**src/rtl/mem_port_arbiter_pkg.sv**
```systemverilog
// mem_port_arbiter_pkg: shared widths, FSM states and round-robin helper
package mem_port_arbiter_pkg;
   localparam int ADDR_W      = 14;
   localparam int DATA_W      = 16;
   localparam int BRAM_ADDR_W = 8;
   typedef enum logic [1:0] {
      ST_IDLE  = 2'd0,
      ST_ISSUE = 2'd1,
      ST_WAIT  = 2'd2
   } state_t;
   function automatic logic [1:0] rr_pick(input logic [1:0] req, input logic last_grant);
      return &req ? (last_grant ? 2'b01 : 2'b10) : req;
   endfunction
endpackage

```
**src/rtl/mem_port_arbiter_if.sv**
```systemverilog
// mem_port_arbiter_if: one requester's command/response bundle
interface mem_port_arbiter_if
   import mem_port_arbiter_pkg::*;
#(
   parameter int SEL_W = 5
);
   logic              req;
   logic              we;
   logic              spram;
   logic [SEL_W-1:0]  sel;
   logic [ADDR_W-1:0] addr;
   logic [DATA_W-1:0] wdata;
   logic              lock;
   logic              ack;
   logic              rvalid;
   logic [DATA_W-1:0] rdata;
   modport master (output req, we, spram, sel, addr, wdata, lock, input ack, rvalid, rdata);
   modport slave  (input req, we, spram, sel, addr, wdata, lock, output ack, rvalid, rdata);
endinterface

```
**src/rtl/mem_port_arbiter_rr_arb2.sv**
```systemverilog
// mem_port_arbiter_rr_arb2: two-way round-robin grant with lock reservation
module mem_port_arbiter_rr_arb2
   import mem_port_arbiter_pkg::*;
(
   input  logic       clk,
   input  logic       resetn,
   input  logic [1:0] req,
   input  logic       lock_vld,
   input  logic       lock_own,
   input  logic       en,
   output logic [1:0] gnt
);
   logic last_grant;
   // a live lock reserves the port for its owner; otherwise ties alternate
   always_comb gnt = lock_vld ? (lock_own ? {req[1], 1'b0} : {1'b0, req[0]}) : rr_pick(req, last_grant);
   // remember the latest winner so the next tie goes to the other side
   always_ff @(posedge clk or negedge resetn)
      if (!resetn) last_grant <= 1'b1;
      else if (en && |gnt) last_grant <= gnt[1];
endmodule

```
**src/rtl/mem_port_arbiter.sv**
```systemverilog
// mem_port_arbiter: shares one BRAM/SPRAM port between host FSM (r0) and NN engine (r1)
module mem_port_arbiter
   import mem_port_arbiter_pkg::*;
#(
   parameter int MEM_SELECT_BITS = 5,
   parameter int RD_LATENCY      = 1
) (
   input  logic                       clk,
   input  logic                       resetn,
   mem_port_arbiter_if.slave          r0,
   mem_port_arbiter_if.slave          r1,
   input  logic [DATA_W-1:0]          mem_out,
   output logic [MEM_SELECT_BITS-1:0] mem_select,
   output logic [BRAM_ADDR_W-1:0]     mem_addr,
   output logic [ADDR_W-1:0]          sp_addr,
   output logic [DATA_W-1:0]          mem_in,
   output logic                       rd_en,
   output logic                       wr_en,
   output logic                       bram_or_spram
);
   state_t                     state, state_nx;
   logic [1:0]                 gnt, ack;
   logic                       take, last, owner, cmd_we, cmd_lock, lock_vld, lock_own;
   logic                       we_w, spram_w, lock_w;
   logic [MEM_SELECT_BITS-1:0] sel_w;
   logic [ADDR_W-1:0]          addr_w;
   logic [DATA_W-1:0]          wdata_w, rdata0_q, rdata1_q;
   logic [1:0]                 cnt;
   mem_port_arbiter_rr_arb2 u_arb (
      .clk      (clk),
      .resetn   (resetn),
      .req      ({r1.req, r0.req}),
      .lock_vld (lock_vld),
      .lock_own (lock_own),
      .en       (state == ST_IDLE),
      .gnt      (gnt)
   );
   // winner's command fields and the FSM successor state
   always_comb begin
      take     = (state == ST_IDLE) && |gnt;
      last     = (state == ST_WAIT) && (cnt == 2'(RD_LATENCY - 1));
      we_w     = gnt[1] ? r1.we : r0.we;
      spram_w  = gnt[1] ? r1.spram : r0.spram;
      lock_w   = gnt[1] ? r1.lock : r0.lock;
      sel_w    = gnt[1] ? r1.sel : r0.sel;
      addr_w   = gnt[1] ? r1.addr : r0.addr;
      wdata_w  = gnt[1] ? r1.wdata : r0.wdata;
      state_nx = state == ST_IDLE  ? (take ? ST_ISSUE : ST_IDLE) :
                 state == ST_ISSUE ? (cmd_we ? ST_IDLE : ST_WAIT) :
                 state == ST_WAIT  ? (last ? ST_IDLE : ST_WAIT) : ST_IDLE;
   end
   // FSM state register
   always_ff @(posedge clk or negedge resetn)
      if (!resetn) state <= ST_IDLE;
      else state <= state_nx;
   // command register; memory-side fields hold between commands
   always_ff @(posedge clk or negedge resetn)
      if (!resetn) begin
         cmd_we        <= 1'b0;
         cmd_lock      <= 1'b0;
         owner         <= 1'b0;
         mem_select    <= '0;
         mem_addr      <= '0;
         sp_addr       <= '0;
         mem_in        <= '0;
         bram_or_spram <= 1'b0;
      end else if (take) begin
         cmd_we        <= we_w;
         cmd_lock      <= lock_w;
         owner         <= gnt[1];
         mem_select    <= sel_w;
         mem_addr      <= addr_w[BRAM_ADDR_W-1:0];
         sp_addr       <= addr_w;
         mem_in        <= wdata_w;
         bram_or_spram <= spram_w;
      end
   // one-cycle strobes and ack, high during ISSUE
   always_ff @(posedge clk or negedge resetn)
      if (!resetn) begin
         rd_en <= 1'b0;
         wr_en <= 1'b0;
         ack   <= 2'b00;
      end else begin
         rd_en <= take & ~we_w;
         wr_en <= take & we_w;
         ack   <= take ? gnt : 2'b00;
      end
   // lock reservation is decided by the command being issued
   always_ff @(posedge clk or negedge resetn)
      if (!resetn) begin
         lock_vld <= 1'b0;
         lock_own <= 1'b0;
      end else if (state == ST_ISSUE) begin
         lock_vld <= cmd_lock;
         lock_own <= owner;
      end
   // read latency counter, running only in WAIT
   always_ff @(posedge clk or negedge resetn)
      if (!resetn) cnt <= 2'd0;
      else cnt <= (state == ST_WAIT) ? cnt + 2'd1 : 2'd0;
   // per-requester read data holding registers
   always_ff @(posedge clk or negedge resetn)
      if (!resetn) begin
         rdata0_q <= '0;
         rdata1_q <= '0;
      end else if (last) begin
         rdata0_q <= owner ? rdata0_q : mem_out;
         rdata1_q <= owner ? mem_out : rdata1_q;
      end
   assign r0.ack    = ack[0];
   assign r1.ack    = ack[1];
   assign r0.rvalid = last & ~owner;
   assign r1.rvalid = last & owner;
   assign r0.rdata  = r0.rvalid ? mem_out : rdata0_q;
   assign r1.rdata  = r1.rvalid ? mem_out : rdata1_q;
endmodule
```
**src/flat_wrapper.sv**
```systemverilog
// flat-port wrapper written by rule: the top's interface ports become plain ports
module mem_port_arbiter_flat import mem_port_arbiter_pkg::*;
#(
   parameter int MEM_SELECT_BITS = 5,
   parameter int RD_LATENCY      = 1
)
  (clk, resetn, mem_out, mem_select, mem_addr, sp_addr, mem_in, rd_en, wr_en, bram_or_spram, r0_req, r0_we, r0_spram, r0_sel, r0_addr, r0_wdata, r0_lock, r0_ack, r0_rvalid, r0_rdata, r1_req, r1_we, r1_spram, r1_sel, r1_addr, r1_wdata, r1_lock, r1_ack, r1_rvalid, r1_rdata);
  mem_port_arbiter_if r0_i ();
  mem_port_arbiter_if r1_i ();
  input  logic clk;
  input  logic resetn;
  input  logic [DATA_W-1:0] mem_out;
  output logic [MEM_SELECT_BITS-1:0] mem_select;
  output logic [BRAM_ADDR_W-1:0] mem_addr;
  output logic [ADDR_W-1:0] sp_addr;
  output logic [DATA_W-1:0] mem_in;
  output logic rd_en;
  output logic wr_en;
  output logic bram_or_spram;
  input wire logic [$bits(r0_i.req)-1:0] r0_req;
  input wire logic [$bits(r0_i.we)-1:0] r0_we;
  input wire logic [$bits(r0_i.spram)-1:0] r0_spram;
  input wire logic [$bits(r0_i.sel)-1:0] r0_sel;
  input wire logic [$bits(r0_i.addr)-1:0] r0_addr;
  input wire logic [$bits(r0_i.wdata)-1:0] r0_wdata;
  input wire logic [$bits(r0_i.lock)-1:0] r0_lock;
  output wire logic [$bits(r0_i.ack)-1:0] r0_ack;
  output wire logic [$bits(r0_i.rvalid)-1:0] r0_rvalid;
  output wire logic [$bits(r0_i.rdata)-1:0] r0_rdata;
  input wire logic [$bits(r1_i.req)-1:0] r1_req;
  input wire logic [$bits(r1_i.we)-1:0] r1_we;
  input wire logic [$bits(r1_i.spram)-1:0] r1_spram;
  input wire logic [$bits(r1_i.sel)-1:0] r1_sel;
  input wire logic [$bits(r1_i.addr)-1:0] r1_addr;
  input wire logic [$bits(r1_i.wdata)-1:0] r1_wdata;
  input wire logic [$bits(r1_i.lock)-1:0] r1_lock;
  output wire logic [$bits(r1_i.ack)-1:0] r1_ack;
  output wire logic [$bits(r1_i.rvalid)-1:0] r1_rvalid;
  output wire logic [$bits(r1_i.rdata)-1:0] r1_rdata;
  assign r0_i.req = r0_req;
  assign r0_i.we = r0_we;
  assign r0_i.spram = r0_spram;
  assign r0_i.sel = r0_sel;
  assign r0_i.addr = r0_addr;
  assign r0_i.wdata = r0_wdata;
  assign r0_i.lock = r0_lock;
  assign r0_ack = r0_i.ack;
  assign r0_rvalid = r0_i.rvalid;
  assign r0_rdata = r0_i.rdata;
  assign r1_i.req = r1_req;
  assign r1_i.we = r1_we;
  assign r1_i.spram = r1_spram;
  assign r1_i.sel = r1_sel;
  assign r1_i.addr = r1_addr;
  assign r1_i.wdata = r1_wdata;
  assign r1_i.lock = r1_lock;
  assign r1_ack = r1_i.ack;
  assign r1_rvalid = r1_i.rvalid;
  assign r1_rdata = r1_i.rdata;
  mem_port_arbiter #(.MEM_SELECT_BITS(MEM_SELECT_BITS), .RD_LATENCY(RD_LATENCY)) u_core (.clk(clk), .resetn(resetn), .r0(r0_i), .r1(r1_i), .mem_out(mem_out), .mem_select(mem_select), .mem_addr(mem_addr), .sp_addr(sp_addr), .mem_in(mem_in), .rd_en(rd_en), .wr_en(wr_en), .bram_or_spram(bram_or_spram));
endmodule
```
**config.mk**
```make
export PLATFORM = sky130hd
export DESIGN_NAME = mem_port_arbiter_flat
export DESIGN_NICKNAME = d
export VERILOG_FILES = /design/src/rtl/mem_port_arbiter_pkg.sv /design/src/rtl/mem_port_arbiter_if.sv /design/src/rtl/mem_port_arbiter_rr_arb2.sv /design/src/rtl/mem_port_arbiter.sv /design/src/flat_wrapper.sv
export SDC_FILE = /design/constraint.sdc
export NUM_CORES = 1
export LEC_CHECK = 0
export ABC_AREA = 1
export CAP_MARGIN = 20
export CORE_MARGIN = 1.5
export CORE_UTILIZATION = 37
export CTS_BUF_LIST = sky130_fd_sc_hd__clkbuf_4 sky130_fd_sc_hd__clkbuf_8 sky130_fd_sc_hd__clkbuf_16
export DETAILED_ROUTE_END_ITERATION = 8
export HOLD_SLACK_MARGIN = 0.08
export PLACE_DENSITY = 0.82
export SYNTH_ARGS = -nofsm -noshare
export SYNTH_HDL_FRONTEND = slang
export SYNTH_SLANG_ARGS = --single-unit
```
**constraint.sdc**
```tcl
create_clock -name clk -period 1.6 [get_ports clk]
set_input_delay 0.48 -clock clk [delete_from_list [all_inputs] [get_ports clk]]
set_output_delay 0.48 -clock clk [all_outputs]
set_load 0.01 [all_outputs]
```
# Word level (Yosys, flattened, before mapping)
# Cells that the tools add are included.
[op_classes]
add_sub_neg = 1
n_eq_ne = 2
n_mux = 20
bitwise_logic = 6
reduce_logical = 8
[op_table]
columns = ["op", "n"]
rows = [
  ["16-bit two-way mux", 3],
  ["2-bit two-way mux", 11],
  ["14-bit two-way mux", 1],
  ["2-bit AND reduction", 3],
  ["5-bit two-way mux", 1],
  ["1-bit bitwise AND", 4],
  ["2-bit logical NOT", 2],
  ["1-bit two-way mux", 4],
  ["2-bit by 1-bit adder with 2-bit output (second input constant)", 1],
  ["2-bit by 1-bit equality test with 1-bit output (second input constant)", 1],
  ["2-bit equality test (second input constant)", 1],
  ["1-bit logical AND", 2],
  ["1-bit NOT", 2],
  ["2-bit OR reduction", 1],
]
[totals]
register_bits = 90
in_bits = 96
out_inout_bits = 82
wordCells = 55

# Depth between registers and ports, before layout
[logic_depth]
word_depth = 7
ltp_mapped = 9
ltp_nobuf = 8

# Modules after synthesis
# From an unflattened synthesis, not the netlist that was laid out.
[hier_totals]
cells_unflattened = 505
hier_area_um2 = 3958.8
[by_module_without_submodules]
columns = ["mod", "n_inst", "cells_each", "area_per_inst_um2", "seq_area_each_um2"]
rows = [
  ["mem_port_arbiter", 1, 491, 3870.0, 2026.9],
  ["mem_port_arbiter_rr_arb2", 1, 14, 88.8, 26.3],
]

# Worst setup path before layout
# Ideal clock, no wire load.
[synth_timing]
path_type = "flip-flop to output port"
startpoint = "register u_core.cnt[0]"
endpoint = "output port r0_rdata[0]"
arrival_time_ps = 1269
required_ps = 1120
path_slack_ps = -149
stages_incl_launch_ff = 6
n_path_buf = 1
cell_sequence = "dfrtp_1 inv_1 ha_1 nand3_1 clkbuf_1 o21ai_0"
[synth_via]
elab_chain_len = 4
[synth_lines]
columns = ["element", "line_no", "rtl"]
rows = [
  ["start: declaration", "mem_port_arbiter.sv:28", "logic [1:0] cnt;"],
  ["start signal: assignment", "mem_port_arbiter.sv:100", "else cnt <= (state == ST_WAIT) ? cnt + 2'd1 : 2'd0;"],
  ["2-bit logical NOT", "mem_port_arbiter.sv:41", "last = (state == ST_WAIT) && (cnt == 2'(RD_LATENCY - 1));"],
  ["1-bit logical AND", "mem_port_arbiter.sv:41", ""],
  ["1-bit bitwise AND", "mem_port_arbiter.sv:112", "assign r0.rvalid = last & ~owner;"],
  ["16-bit two-way mux", "mem_port_arbiter.sv:114", "assign r0.rdata = r0.rvalid ? mem_out : rdata0_q;"],
  ["end: declaration", "flat_wrapper.sv:29", "output wire logic [$bits(r0_i.rdata)-1:0] r0_rdata;"],
]
# Every way passes these cells.

# Worst setup path after layout
[layout_timing]
startpoint = "register u_core.cnt[0]"
endpoint = "output port r1_rdata[9]"
[layout_via]
elab_chain_len = 4
[layout_lines]
columns = ["element", "line_no", "rtl"]
rows = [
  ["2-bit logical NOT", "mem_port_arbiter.sv:41", ""],
  ["1-bit logical AND", "mem_port_arbiter.sv:41", ""],
  ["1-bit bitwise AND", "mem_port_arbiter.sv:113", "assign r1.rvalid = last & owner;"],
  ["16-bit two-way mux", "mem_port_arbiter.sv:115", "assign r1.rdata = r1.rvalid ? mem_out : rdata1_q;"],
  ["end: declaration", "flat_wrapper.sv:39", "output wire logic [$bits(r1_i.rdata)-1:0] r1_rdata;"],
]
# Every way passes these cells.

==> metrics.yaml <==
synth:
  synthMuxAreaShare: 0
  syn_avg_cell_area_um2: 7.96
  async_flop_share: 1.00
  synth_top_family_by_area: "simple AND/OR/NAND/NOR gates"
  syn_nets: 571
  synthFlopType: "dfrtp_1"
  yosys_warnings: 0
  synth_common_cells: "nand2_1 (195), dfrtp_1 (81), nand3_1 (79), o21ai_0 (35), inv_1 (31)"
  synth_cell_types: 20
  synth_compound_area_frac: 0.0524
  synth_xor_area_frac: 0
  ys_ff_latch: 82
  ys_top_cells_by_area: "dfrtp_1 (54%), nand2_1 (19%), nand3_1 (10%)"
  syn_inst: 474
  synth-seq-area-share: 0.544
  syn-cell-area_mm2: 0.00377
  synth-edff-count: 0
  synth-simple-area-share: 0.313
  yosys.area.top_type_share: 0.537
  synth_most_common_cell: "nand2_1"
  synthAdderAreaFrac: 0.00332
  synth_top_area_cell: "dfrtp_1"
worst_hold_path:
  hp-class: "reg2reg"
  worstHoldStart: "u_core.cnt[0]"
  min_path_cells: 1
place:
  place_inst: 767
  place_area_mm2: 0.00583
  dpl_worst_slack_ps: -646
  dp_hpwl_mm: 8.13
  gp_congestion: 0.828
  port_buffers: 177
sta:
  max_freq_mhz: 459
  fin_worst_skew_ps: 13.4
  tightestPinTransition_ps: 318
  period_share: 1.36
  hold_viol: 0
  slew_headroom: 0.788
  final_max_slew_viol_count: 0
  fin_crit_ps: 2180
  rsz0062_at_grt: "yes"
  setup-violations-final: 34
  whs_ps: 443
  worst_slack_ps: -579
power:
  p_per_area_mw_per_mm2: 1840
  power_leakage_nw: 3.35
  peakVddDrop_v: 0.00117
  total_power_mw: 12.0
clock_tree:
  root_buffer: "clkbuf_8"
  clock-sinks: 82
  clk_latency_ps: 350
  h-tree-depth: 3
  path_clk_slew_ps: 80
  numCtsBuffers: 9
  cts_buffer_depth: 2
  tritoncts: "yes"
finish:
  design_area_mm2: 0.00652
  syn2layout_area_growth_pct: 72.9
  diodes: 0
  fin_cells: 795
  drive_above_1_share: 0.230
  layout.nets: 754
  num-fill-cells: 831
worst_setup_path:
  cp_max_fo: 6
  worstPathRequired_ps: 1120
  start_kind: "flop"
  cp_slowest_cell: "dfrtp_1"
  worstPathArrival_ps: 1700
  critPathKind: "reg2out"
  critPathBufInv: 4
  slowest_delay_ps: 390
  crit_cells: 7
  rr_startpoint: "u_core.state[0]"
  end_kind: "output port"
  cp_cell_sequence: "inv_2, ha_4, nand3_4, buf_16, buf_6, o21ai_2, buf_2"
  startpoint: "u_core.cnt[0]"
  cp_top_family: "buffers and inverters"
  rr_worst_depth: 7
global_route:
  overflow: 0
  grt_pass1_vias: 3975
  grtUsageTotal: 0.221
  grt_max_degree: 40
  grt_pass1_wl_mm: 19.3
  antenna_found_initial: 0
route:
  viasPerCell: 4.87
  wire_per_inst_um: 15.4
  drt_iter0_drc: 204
  antenna_left: 0
  drc_errors: 0
  routed_wl_mm: 12.3
  via_count: 3873
  drtPass1Iterations: 4
job:
  cap_violations: 0
die:
  start_util: 0.384
  dieArea_mm2: 0.0108
  die_w_um: 104
  die_y_um: 104
  core_area_mm2: 0.00982
  ioPinCount: 178
  core.rowCount: 36
run_status:
  run_status: "finished with violations"
  violations: "negative setup slack"
==> worst paths after layout <==
check / slack, ps / end
setup / recovery: -580 / r1_rdata[9]
hold / removal: 440 / u_core.cnt[0]
setup reg to reg: 180 / u_core.mem_select[3]
hold reg to reg: 440 / u_core.cnt[0]
max in group asynchronous: 480 / u_core.u_arb.last_grant
min in group asynchronous: 580 / u_core.sp_addr[0]
==> logic make-up (layout without fill, tap and decap cells) <==
group / after synthesis / in the layout
flops: 82 / 82
compound gates: 38 / 38
buf+inv: 70 / 258
simple gates: 283 / 283
fa+ha+maj: 1 / 1
==> final cells by class <==
class                           count  area [um^2]  share of cell area
Clock inverter                      7         70.1              0.0107
Sequential cell                    82         2050               0.315
Multi-Input combinational cell    322         1830               0.280
Tap cell                          133          166              0.0255
Inverter                           32          130              0.0199
Timing Repair Buffer              210         2150               0.330
Clock buffer                        9          124              0.0190
==> flip-flops by register name (all words and copies together), names as in the netlist <==
signal	cells
u_core.u_arb.last_grant	1
u_core.rd_en	1
u_core.mem_in	16
u_core.rdata0_q	16
u_core.owner	1
u_core.lock_vld	1
u_core.cmd_lock	1
u_core.lock_own	1
u_core.mem_select	5
u_core.ack	2
u_core.bram_or_spram	1
u_core.sp_addr	14
u_core.cnt	2
u_core.wr_en	1
u_core.cmd_we	1
u_core.state	2
u_core.rdata1_q	16
==> routing by layer <==
metal / up-vias / wire (um) / global-route usage
li1: 1856 / - / -
met1: 1836 / 4960 / 0.259
met2: 153 / 6170 / 0.380
met3: 28 / 891 / 0.0639
met4: 0 / 261 / 0.0893
met5: - / 0 / 0
==> through the flow <==
step	util	TNS, ps
2_1_floorplan	-	-1080
3_3_place_gp	0.594	-30370
3_5_place_dp	0.594	-32960
4_1_cts	0.622	-16970
5_1_grt	0.664	-20760
6_report	0.664	-17690
==> layout by cell type, fill, tap and decap left out, types with 12 or more instances in the layout <==
cell,Yosys,final
buf_2,7,15
clkdlybuf4s50_1,0,94
buf_4,13,14
nand3_1,79,77
nand2_1,195,172
dlygate4sd2_1,0,47
buf_6,1,23
dfrtp_1,81,81
nand2_2,0,12
o21ai_4,0,20
inv_1,31,27
==> worst register-to-register path, cell delays in order (launching register included) <==
cell	delay, ps
dfrtp_1	410
buf_4	160
nor3b_2	190
nand2_2	120
buf_4	160
buf_12	140
nand3_1	80
nand2_1	60
==> report_power, final <==
| group | leakage, nW | switching (mW) | internal [mW] |
|---|---|---|---|
| registers | 1.02 | 0.547 | 3.08 |
| clock network | 0.0990 | 0.766 | 0.718 |
| logic | 2.23 | 3.65 | 3.25 |
| total | 3.35 | 4.96 | 7.04 |
==> timing repair <==
item / in CTS / in global routing
gates cloned: 3 / 3
pin swaps: 2 / 4
endpoints found under the setup margin: 82 / 75
resized for setup: 221 / 76
endpoints found under the hold margin: 20 / 0
buffers inserted: 5 / 1
hold buffers: 1 / 0
(Power assumes the default switching activity.)
==> patch (config.mk and constraints unchanged) <==
The 3 states of `state_t` get a one-hot encoding in 3 bits.
--- a/src/rtl/mem_port_arbiter_pkg.sv
+++ b/src/rtl/mem_port_arbiter_pkg.sv
@@ -3,10 +3,10 @@
    localparam int ADDR_W      = 14;
    localparam int DATA_W      = 16;
    localparam int BRAM_ADDR_W = 8;
-   typedef enum logic [1:0] {
-      ST_IDLE  = 2'd0,
-      ST_ISSUE = 2'd1,
-      ST_WAIT  = 2'd2
+   typedef enum logic [2:0] {
+      ST_IDLE  = 3'b001,
+      ST_ISSUE = 3'b010,
+      ST_WAIT  = 3'b100
    } state_t;
    function automatic logic [1:0] rr_pick(input logic [1:0] req, input logic last_grant);
       return &req ? (last_grant ? 2'b01 : 2'b10) : req;
Formal check against the unedited RTL: same outputs for any inputs over 10 cycles, from zero or initial values and one cycle with resetn low; not proved beyond that.
==> patch against the original RTL <==
The run still ends with setup timing left. First-iteration DRC count is 7.4% lower. Setup slack got worse by 140 ps. Count of clock-buffer cells in the layout is the same. Synthesized area up 2.2%. Routed wire length is 7.7% higher. Final cell count up 3.6%. Sequential cell count rose by 1. Design area grew 5.3%. Non-clock buffer count rose by 15. Largest power group unchanged. Die area increased by 2.2%. Highest routed layer unchanged. Via count increased by 3.4%. Total power is 6.3% lower.
==> patch: results <==
set metrics [dict create \
    synth_cells 484 \
    dp_cells 782 \
    hpwl_mm 8.21 \
    reg2reg_slack_ps 70 \
    yosys-top-cells-area "dfrtp_1 (53%), nand2_1 (19%), nand3_1 (10%), inv_1 (3.2%), o21ai_0 (3.0%)" \
    r2r_end "u_core.rdata1_q[10]" \
    p_per_area_nw_per_um2 1640 \
    multi_input_area_um2 1900 \
    cts_htree_levels 3 \
    ir_worst_vdd_v 0.000745 \
    fillers 801 \
    post_dp_cell_area_um2 6030 \
    met3_usage_pct 3.81 \
    finClkSkew_ps 13.7 \
    gp_congestion 0.798 \
    place_ws_ps -646 \
    drt_iter0_markers 189 \
    postCtsSetupBuffers 13 \
    seq-power_uw 3530 \
    grt_antenna_before_repair 1 \
    grt_util_all_layers_pct 23.1 \
    synth-seq-cells 83 \
    nMultiInputCombCells 328 \
    powerClk_uw 1540 \
    setup_tns_ps -23430 \
    p_sw_share_pct 40.6 \
    worst_slack_ps -721 \
    inverters_excl_clock 35 \
    synth_common_cells "nand2_1 (197), dfrtp_1 (81), nand3_1 (77)" \
    grt_pass1_vias 4155 \
    outcome "finished with violations" \
    nNonClkBuffers 225 \
    crit_arrival_ps 1840 \
    dr_wl_met3_um 491 \
    layout.nonclk_buf_share_pct 34.7 \
    drtPass1Iterations 6 \
    seq_area_frac_synth_pct 53.9 \
    r2r_start "u_core.state[2]" \
    grt_pass1_wl_mm 20.3 \
    grt.met1_usage_pct 26.8 \
    synth_nets 581 \
    wl_mm 13.2 \
    setup_violations 34 \
    synth.distinct_cells 21 \
    seq_area_um2 2080 \
    num_antenna_cells 1 \
    clkCellAreaFrac_pct 2.91 \
    whs_ps 444 \
    layout-drive-gt1-share_pct 25.2 \
    power_leakage_uw 0.00350 \
    drt-met1-wl_mm 5.31 \
    cts-resized-gates 227 \
    slowest_delay_ps 360 \
    wire_per_inst_um 16.0 \
    use_met2_pct 41.9 \
    violations "setup timing" \
]
[patch: changes by cell type after synthesis, moves of 2 or more]
cell      unedited run  this run
buf_2                7        10
clkbuf_1            16        12
inv_1               31        33
nand2_1            195       197
nand3_1             79        77
nand3_2              2         4
nor2_1               5         8
o21ai_0             35        23
o21ai_1              0        13
[patch: kinds of logic after synthesis]
group                      synth area share [%]
AOI/OAI and AO/OA                          5.09
adders and majority gates                 0.324
buffers and inverters                      8.89
DFF                                        53.9
and+or+nand+nor                            31.8
[patch: how the worst max path moves through the flow]
stage                               start  slack, ps            to
after global routing      u_core.state[2]       -820   r0_rdata[4]
after CTS                 u_core.state[2]       -710  r1_rdata[11]
after detailed placement       mem_out[7]       -650   r0_rdata[7]
after global placement         mem_out[7]       -640   r0_rdata[7]
final                     u_core.state[2]       -720  r1_rdata[12]
after floorplan           u_core.state[2]        -40  r1_rdata[10]
